<file path="src/rtl/send_capture_framed.sv">
// Capture-dump sender: reads a descending, wrapping window of capture RAM and streams it to the
// UART octet by octet, framed by a sync header and an optional 8-bit additive checksum trailer.
module send_capture_framed #(
  parameter int unsigned ADDR_BITS   = 8,
  parameter int unsigned WORD_OCTETS = 4,
  parameter bit          MSB_FIRST   = 1'b0,
  parameter logic [7:0]  SYNC_BYTE   = 8'hA5,
  parameter bit          SEND_CSUM   = 1'b1,
  localparam int unsigned W          = 8 * WORD_OCTETS
) (
  input  logic                 clk,
  input  logic                 rst_l,
  input  logic                 baud_clk_posedge,
  input  logic                 sc_run,
  input  logic                 sc_abort,
  input  logic [ADDR_BITS-1:0] sc_start_addr,
  input  logic [ADDR_BITS:0]   sc_word_count,
  output logic                 ack_sc_run,
  output logic                 sc_busy,
  output logic                 sc_done,
  output logic [ADDR_BITS-1:0] mem_port_B_address,
  input  logic [W-1:0]         mem_port_B_dout,
  input  logic                 xmit_doneH,
  output logic                 xmitH,
  output logic [7:0]           xmit_dataH
);

  localparam int unsigned IDX_W = $clog2(WORD_OCTETS + 1);
  localparam int unsigned CNT_W = ADDR_BITS + 1;

  localparam logic [3:0] S_IDLE      = 4'd0;
  localparam logic [3:0] S_ACK       = 4'd1;
  localparam logic [3:0] S_HDR       = 4'd2;
  localparam logic [3:0] S_HDR_WAIT  = 4'd3;
  localparam logic [3:0] S_SET_ADDR  = 4'd4;
  localparam logic [3:0] S_GET_DATA  = 4'd5;
  localparam logic [3:0] S_SEND      = 4'd6;
  localparam logic [3:0] S_WAIT      = 4'd7;
  localparam logic [3:0] S_WORD_SENT = 4'd8;
  localparam logic [3:0] S_TRAILER   = 4'd9;
  localparam logic [3:0] S_TR_WAIT   = 4'd10;
  localparam logic [3:0] S_DONE      = 4'd11;

  logic [3:0]           r_state;
  logic [3:0]           w_state_nxt;
  logic [ADDR_BITS-1:0] r_addr;
  logic [CNT_W-1:0]     r_cnt;
  logic [W-1:0]         r_shift;
  logic [IDX_W-1:0]     r_idx;
  logic [7:0]           r_csum;
  logic                 w_abort;
  logic [7:0]           w_octet;

  assign w_abort            = sc_abort && (r_state != S_IDLE);
  assign w_octet            = MSB_FIRST ? r_shift[W-1 -: 8] : r_shift[7:0];
  assign mem_port_B_address = r_addr;

  always_ff @(posedge clk or negedge rst_l) begin
    if (!rst_l)                r_state <= S_IDLE;
    else if (baud_clk_posedge) r_state <= w_state_nxt;
  end

  always_comb begin
    w_state_nxt = r_state;
    if (w_abort) begin
      w_state_nxt = S_IDLE;
    end else begin
      case (r_state)
        S_IDLE:      if (sc_run) w_state_nxt = S_ACK;
        S_ACK:       w_state_nxt = S_HDR;
        S_HDR:       w_state_nxt = S_HDR_WAIT;
        S_HDR_WAIT:  if (xmit_doneH) w_state_nxt = (r_cnt == '0) ? S_TRAILER : S_SET_ADDR;
        S_SET_ADDR:  w_state_nxt = S_GET_DATA;
        S_GET_DATA:  w_state_nxt = S_SEND;
        S_SEND:      w_state_nxt = S_WAIT;
        S_WAIT:      if (xmit_doneH)
                       w_state_nxt = (r_idx < IDX_W'(WORD_OCTETS)) ? S_SEND : S_WORD_SENT;
        S_WORD_SENT: w_state_nxt = (r_cnt != CNT_W'(1)) ? S_SET_ADDR : S_TRAILER;
        S_TRAILER:   w_state_nxt = SEND_CSUM ? S_TR_WAIT : S_DONE;
        S_TR_WAIT:   if (xmit_doneH) w_state_nxt = S_DONE;
        S_DONE:      w_state_nxt = S_IDLE;
        default:     w_state_nxt = S_IDLE;
      endcase
    end
  end

  // Outputs decode the current state only, so they hold for the whole enabled interval.
  always_comb begin
    ack_sc_run = 1'b0;
    sc_busy    = 1'b1;
    sc_done    = 1'b0;
    xmitH      = 1'b0;
    xmit_dataH = 8'h00;
    case (r_state)
      S_IDLE:    sc_busy = 1'b0;
      S_ACK:     ack_sc_run = 1'b1;
      S_HDR:     begin xmitH = 1'b1; xmit_dataH = SYNC_BYTE; end
      S_SEND:    begin xmitH = 1'b1; xmit_dataH = w_octet; end
      S_TRAILER: if (SEND_CSUM) begin xmitH = 1'b1; xmit_dataH = r_csum; end
      S_DONE:    sc_done = 1'b1;
      S_HDR_WAIT, S_SET_ADDR, S_GET_DATA, S_WAIT, S_WORD_SENT, S_TR_WAIT: ;
      default: begin
        ack_sc_run = 1'bx;
        sc_busy    = 1'bx;
        sc_done    = 1'bx;
        xmitH      = 1'bx;
        xmit_dataH = 8'hxx;
      end
    endcase
  end

  // Window address/count, word shifter and running checksum.
  always_ff @(posedge clk or negedge rst_l) begin
    if (!rst_l) begin
      r_addr  <= '0;
      r_cnt   <= '0;
      r_shift <= '0;
      r_idx   <= '0;
      r_csum  <= '0;
    end else if (baud_clk_posedge && !w_abort) begin
      case (r_state)
        S_IDLE: if (sc_run) begin
          r_addr <= sc_start_addr;
          r_cnt  <= sc_word_count;
          r_csum <= 8'h00;
        end
        S_GET_DATA: begin
          r_shift <= mem_port_B_dout;
          r_idx   <= '0;
        end
        S_SEND: begin
          r_shift <= MSB_FIRST ? (r_shift << 8) : (r_shift >> 8);
          r_csum  <= r_csum + w_octet;
          r_idx   <= r_idx + IDX_W'(1);
        end
        S_WORD_SENT: begin
          r_cnt  <= r_cnt - CNT_W'(1);
          r_addr <= r_addr - ADDR_BITS'(1);
        end
        default: ;
      endcase
    end
  end

endmodule

</file>
<file path="config.mk">
export PLATFORM = sky130hd
export DESIGN_NAME = send_capture_framed
export DESIGN_NICKNAME = d
export VERILOG_FILES = /design/src/rtl/send_capture_framed.sv
export SDC_FILE = /design/constraint.sdc
export NUM_CORES = 1
export LEC_CHECK = 0
export ABC_CLOCK_PERIOD_IN_PS = 2700
export CELL_PAD_IN_SITES_DETAIL_PLACEMENT = 1
export CELL_PAD_IN_SITES_GLOBAL_PLACEMENT = 1
export CORE_MARGIN = 2
export CORE_UTILIZATION = 42
export DETAILED_ROUTE_END_ITERATION = 6
export MAX_ROUTING_LAYER = met4
export PLACE_DENSITY = 0.88
export SYNTH_ARGS = -nofsm -noshare
export SYNTH_HDL_FRONTEND = slang
export SYNTH_SLANG_ARGS = --single-unit
</file>
<file path="constraint.sdc">
create_clock -name clk -period 2.7 [get_ports clk]
set_input_delay 0.27 -clock clk [delete_from_list [all_inputs] [get_ports clk]]
set_output_delay 0.27 -clock clk [all_outputs]
set_load 0.05 [all_outputs]
</file>
==> metrics.md <==
| Metric | Value |
|---|---|
| Status | complete, no violations |
| Clock Tree Root | clkbuf_8 |
| Commonest non-fill, non-tap cell in the layout | nor2_1 |
| Period utilisation layout | 0.959 |
| Detailed Route Iter0 Violations | 112 |
| Total power | 0.00502 W |
| Clk sinks | 64 |
| Initial antenna violation count | 0 |
| Hold Crit Class | input port to async pin |
| Final worst slack | 0.109 ns |
| Slew headroom | 0.507 |
| TritonCTS buffer count | 9 |
| Worst Skew | 0.00829 ns |
| Syn nets | 476 |
| Unrepaired setup endpoints after global routing | false |
| First-pass iteration count of the detailed router | 4 |
| Crit. End Element | output pin |
| Row cnt | 33 |
| Final wirelength | 11,000 um |
| Core ar. | 8300 um^2 |
| GP Congestion | 0.846 |
| Htree depth | 3 |
| Fin. Hold Viols | 0 |
| CP Launch Type | register |
| Crit-path slowest cell | clkdlybuf4s50_1 |
| Layout cells sized above 1 | 0.109 |
| DRT antenna net count | 0 |
| Drt via density | 5.80 |
| Yosys warnings | 0 |
| Fin. max-slew vios | 0 |
| Worst Tran Pin Value | 0.738 ns |
| PD cells | 1060 nW/um^2 |
| Worst-path clk slew | 0.07 ns |
| Pre-CTS WS | 0.423 ns |
| GRT Overall Usage | 0.252 |
| Die area | 9390 um^2 |
| Crit Path Category | register to output pin |
| CP arrival | 2.32 ns |
| Setup_tns | 0 ns |
| # diodes | 0 |
| Area growth, synth to finish | 30.8% |
| Mapped Area | 3620 um^2 |
| Synth Instances | 408 |
| Vias in the first global route | 3,813 |
| Yosys reg bits | 64 |
| CP Max Fanout | 10 |
| CTS tree | built |
| DP HPWL | 8170 um |
| Crit-path cells | nor2b_1 > o22a_1 > clkdlybuf4s50_1 |
| Pleak | 2.04 nW |
| Io pins | 75 |
| Die Ht | 96.9 um |
| Final setup vio count | 0 |
| Number of enable flip-flop cells after synthesis | 0 |
| Sequential fraction of the synthesis area | 0.442 |
| Via Count | 3,442 |
| Mean Syn Cell Area | 8.88 um^2 |
| Most frequent cells in the layout | 74 x nor2_1, 64 x dfrtp_1, 62 x clkdlybuf4s50_1 |
| Worst-Skew Late Latency | 0.34 ns |
| WP data required | 2.43 ns |
| Minimum clock period after layout | 2.59 ns |
| DRC | 0 |
| Initial core utilization | 0.437 |
| Port Buffers | 74 |
| Wire length per cell | 18.5 um |
| Largest net degree at the start of global routing | 32 |
| Fin nets | 552 |
| Post-synth cell types | 56 |
| CTS Buffer Depth | 2 |
| Asr flop ratio synth | 1.00 |
| Max-capacitance violation count | 0 |
| First-pass GRT wire length | 18,700 um |
| Die width | 96.9 um |
| Max Clk Rate | 386 MHz |
| GRT overflow | 0 |
| Peak VDD IR | 415 uV |
| Post-CTS setup buffers | 0 |
| Critical path's largest stage delay | 0.81 ns |
| Fin Hold WS | 0.486 ns |
| Dominant synthesized flop cell | dfrtp_1 |
final timing paths:
| kind | start | slack (ns) | end | cells after the start |
|---|---|---|---|---|
| max | r_state[1]$_DFFE_PN0P_ | 0.11 | xmitH | 3 |
| min | rst_l | 0.49 | r_csum[3]$_DFFE_PN0P_ | 2 |
| max reg2reg | r_state[0]$_DFFE_PN0P_ | 0.42 | r_cnt[2]$_DFFE_PN0P_ | 6 |
| min reg2reg | r_shift[29]$_DFFE_PN0P_ | 0.52 | r_shift[29]$_DFFE_PN0P_ | 1 |
| max in group asynchronous | rst_l | 1.47 | r_shift[11]$_DFFE_PN0P_ | 3 |
| min in group clk | mem_port_B_dout[12] | 0.50 | r_shift[12]$_DFFE_PN0P_ | 3 |
flip-flops by register name, summed over array words and instances, names as in the netlist:
signal              flops
r_state                 4
r_csum                  8
mem_port_B_address      8
r_cnt                   9
r_idx                   3
r_shift                32
routing by layer:
| metal | wire (um) | up-vias | global-route usage |
|---|---|---|---|
| met3 | 334 | 19 | 0.0376 |
| met2 | 5480 | 70 | 0.424 |
| met1 | 4940 | 1728 | 0.312 |
| met4 | 209 | 0 | 0.0834 |
| li1 | - | 1625 | - |
| met5 | 0 | - | - |
worst max-delay path, delay by kind of cell, from the launching register on:
kind / cells / cell delay [ns]
buffers and inverters: 1 / 0.81
DFF: 1 / 0.54
and+or+nand+nor: 1 / 0.38
AOI/OAI and AO/OA: 1 / 0.24
Yosys cell counts, drive strengths merged, types with 2 or more instances:
master,n,share of area
nand3,11,0.015
or3,5,0.011
a21boi,2,0.0041
nand2,27,0.028
dfrtp,64,0.44
xor2,4,0.0097
ha,12,0.041
nor2,74,0.077
a211oi,4,0.0083
nor3b,2,0.0041
o22a,5,0.012
nor3,7,0.012
a21oi,34,0.047
and2,2,0.0035
a21o,3,0.0062
buf,10,0.013
o21a,2,0.0041
o21ai,26,0.036
a2bb2oi,5,0.012
nand2b,4,0.0069
clkbuf,15,0.016
nor2b,8,0.014
xnor2,3,0.0073
o22ai,29,0.050
inv,7,0.0072
or3b,2,0.0048
a22o,15,0.036
mux2i,4,0.011
stage by stage:
stage / std cells / cell area (um^2) / utilization
6_report: 593 / 4740 / 0.571
5_1_grt: 593 / 4740 / 0.571
4_1_cts: 593 / 4740 / 0.571
3_5_place_dp: 577 / 4520 / 0.545
3_3_place_gp: 577 / 4520 / 0.545
2_1_floorplan: 408 / 3620 / -
power by group:
group / switching (W) / internal, W / total [W]
Combinational: 0.00137 / 0.000982 / 0.00235
Clock: 0.000379 / 0.000473 / 0.000852
Sequential: 0.000435 / 0.00138 / 0.00182
Total: 0.00218 / 0.00284 / 0.00502
logic make-up (layout without fill, tap and decap cells):
| group | Yosys count | count (layout) | synth area share |
|---|---|---|---|
| XOR/XNOR | 7 | 7 | 0.0169 |
| adder cells (fa/ha/maj) | 13 | 13 | 0.0469 |
| buffers and inverters | 32 | 112 | 0.0356 |
| AO/OA/AOI/OAI | 137 | 137 | 0.252 |
| flip-flops | 64 | 64 | 0.442 |
| AND/OR/NAND/NOR | 150 | 150 | 0.193 |
| multiplexers | 5 | 5 | 0.0142 |
what timing repair did:
item	4_1_cts	5_1_grt
hold buffers	1	0
endpoints found under the hold margin	26	0
resized for setup	0	1
endpoints found under the setup margin	0	1
final cells by class:
class	count	area (um^2)
Inverter	7	26.3
Multi-Input combinational cell	312	1900
Fill cell	964	3560
Clock inverter	4	53.8
Timing Repair Buffer	90	881
Tap cell	105	131
Clock buffer	11	151
Sequential cell	64	1600
No activity file was read; power rests on OpenSTA's default activity.
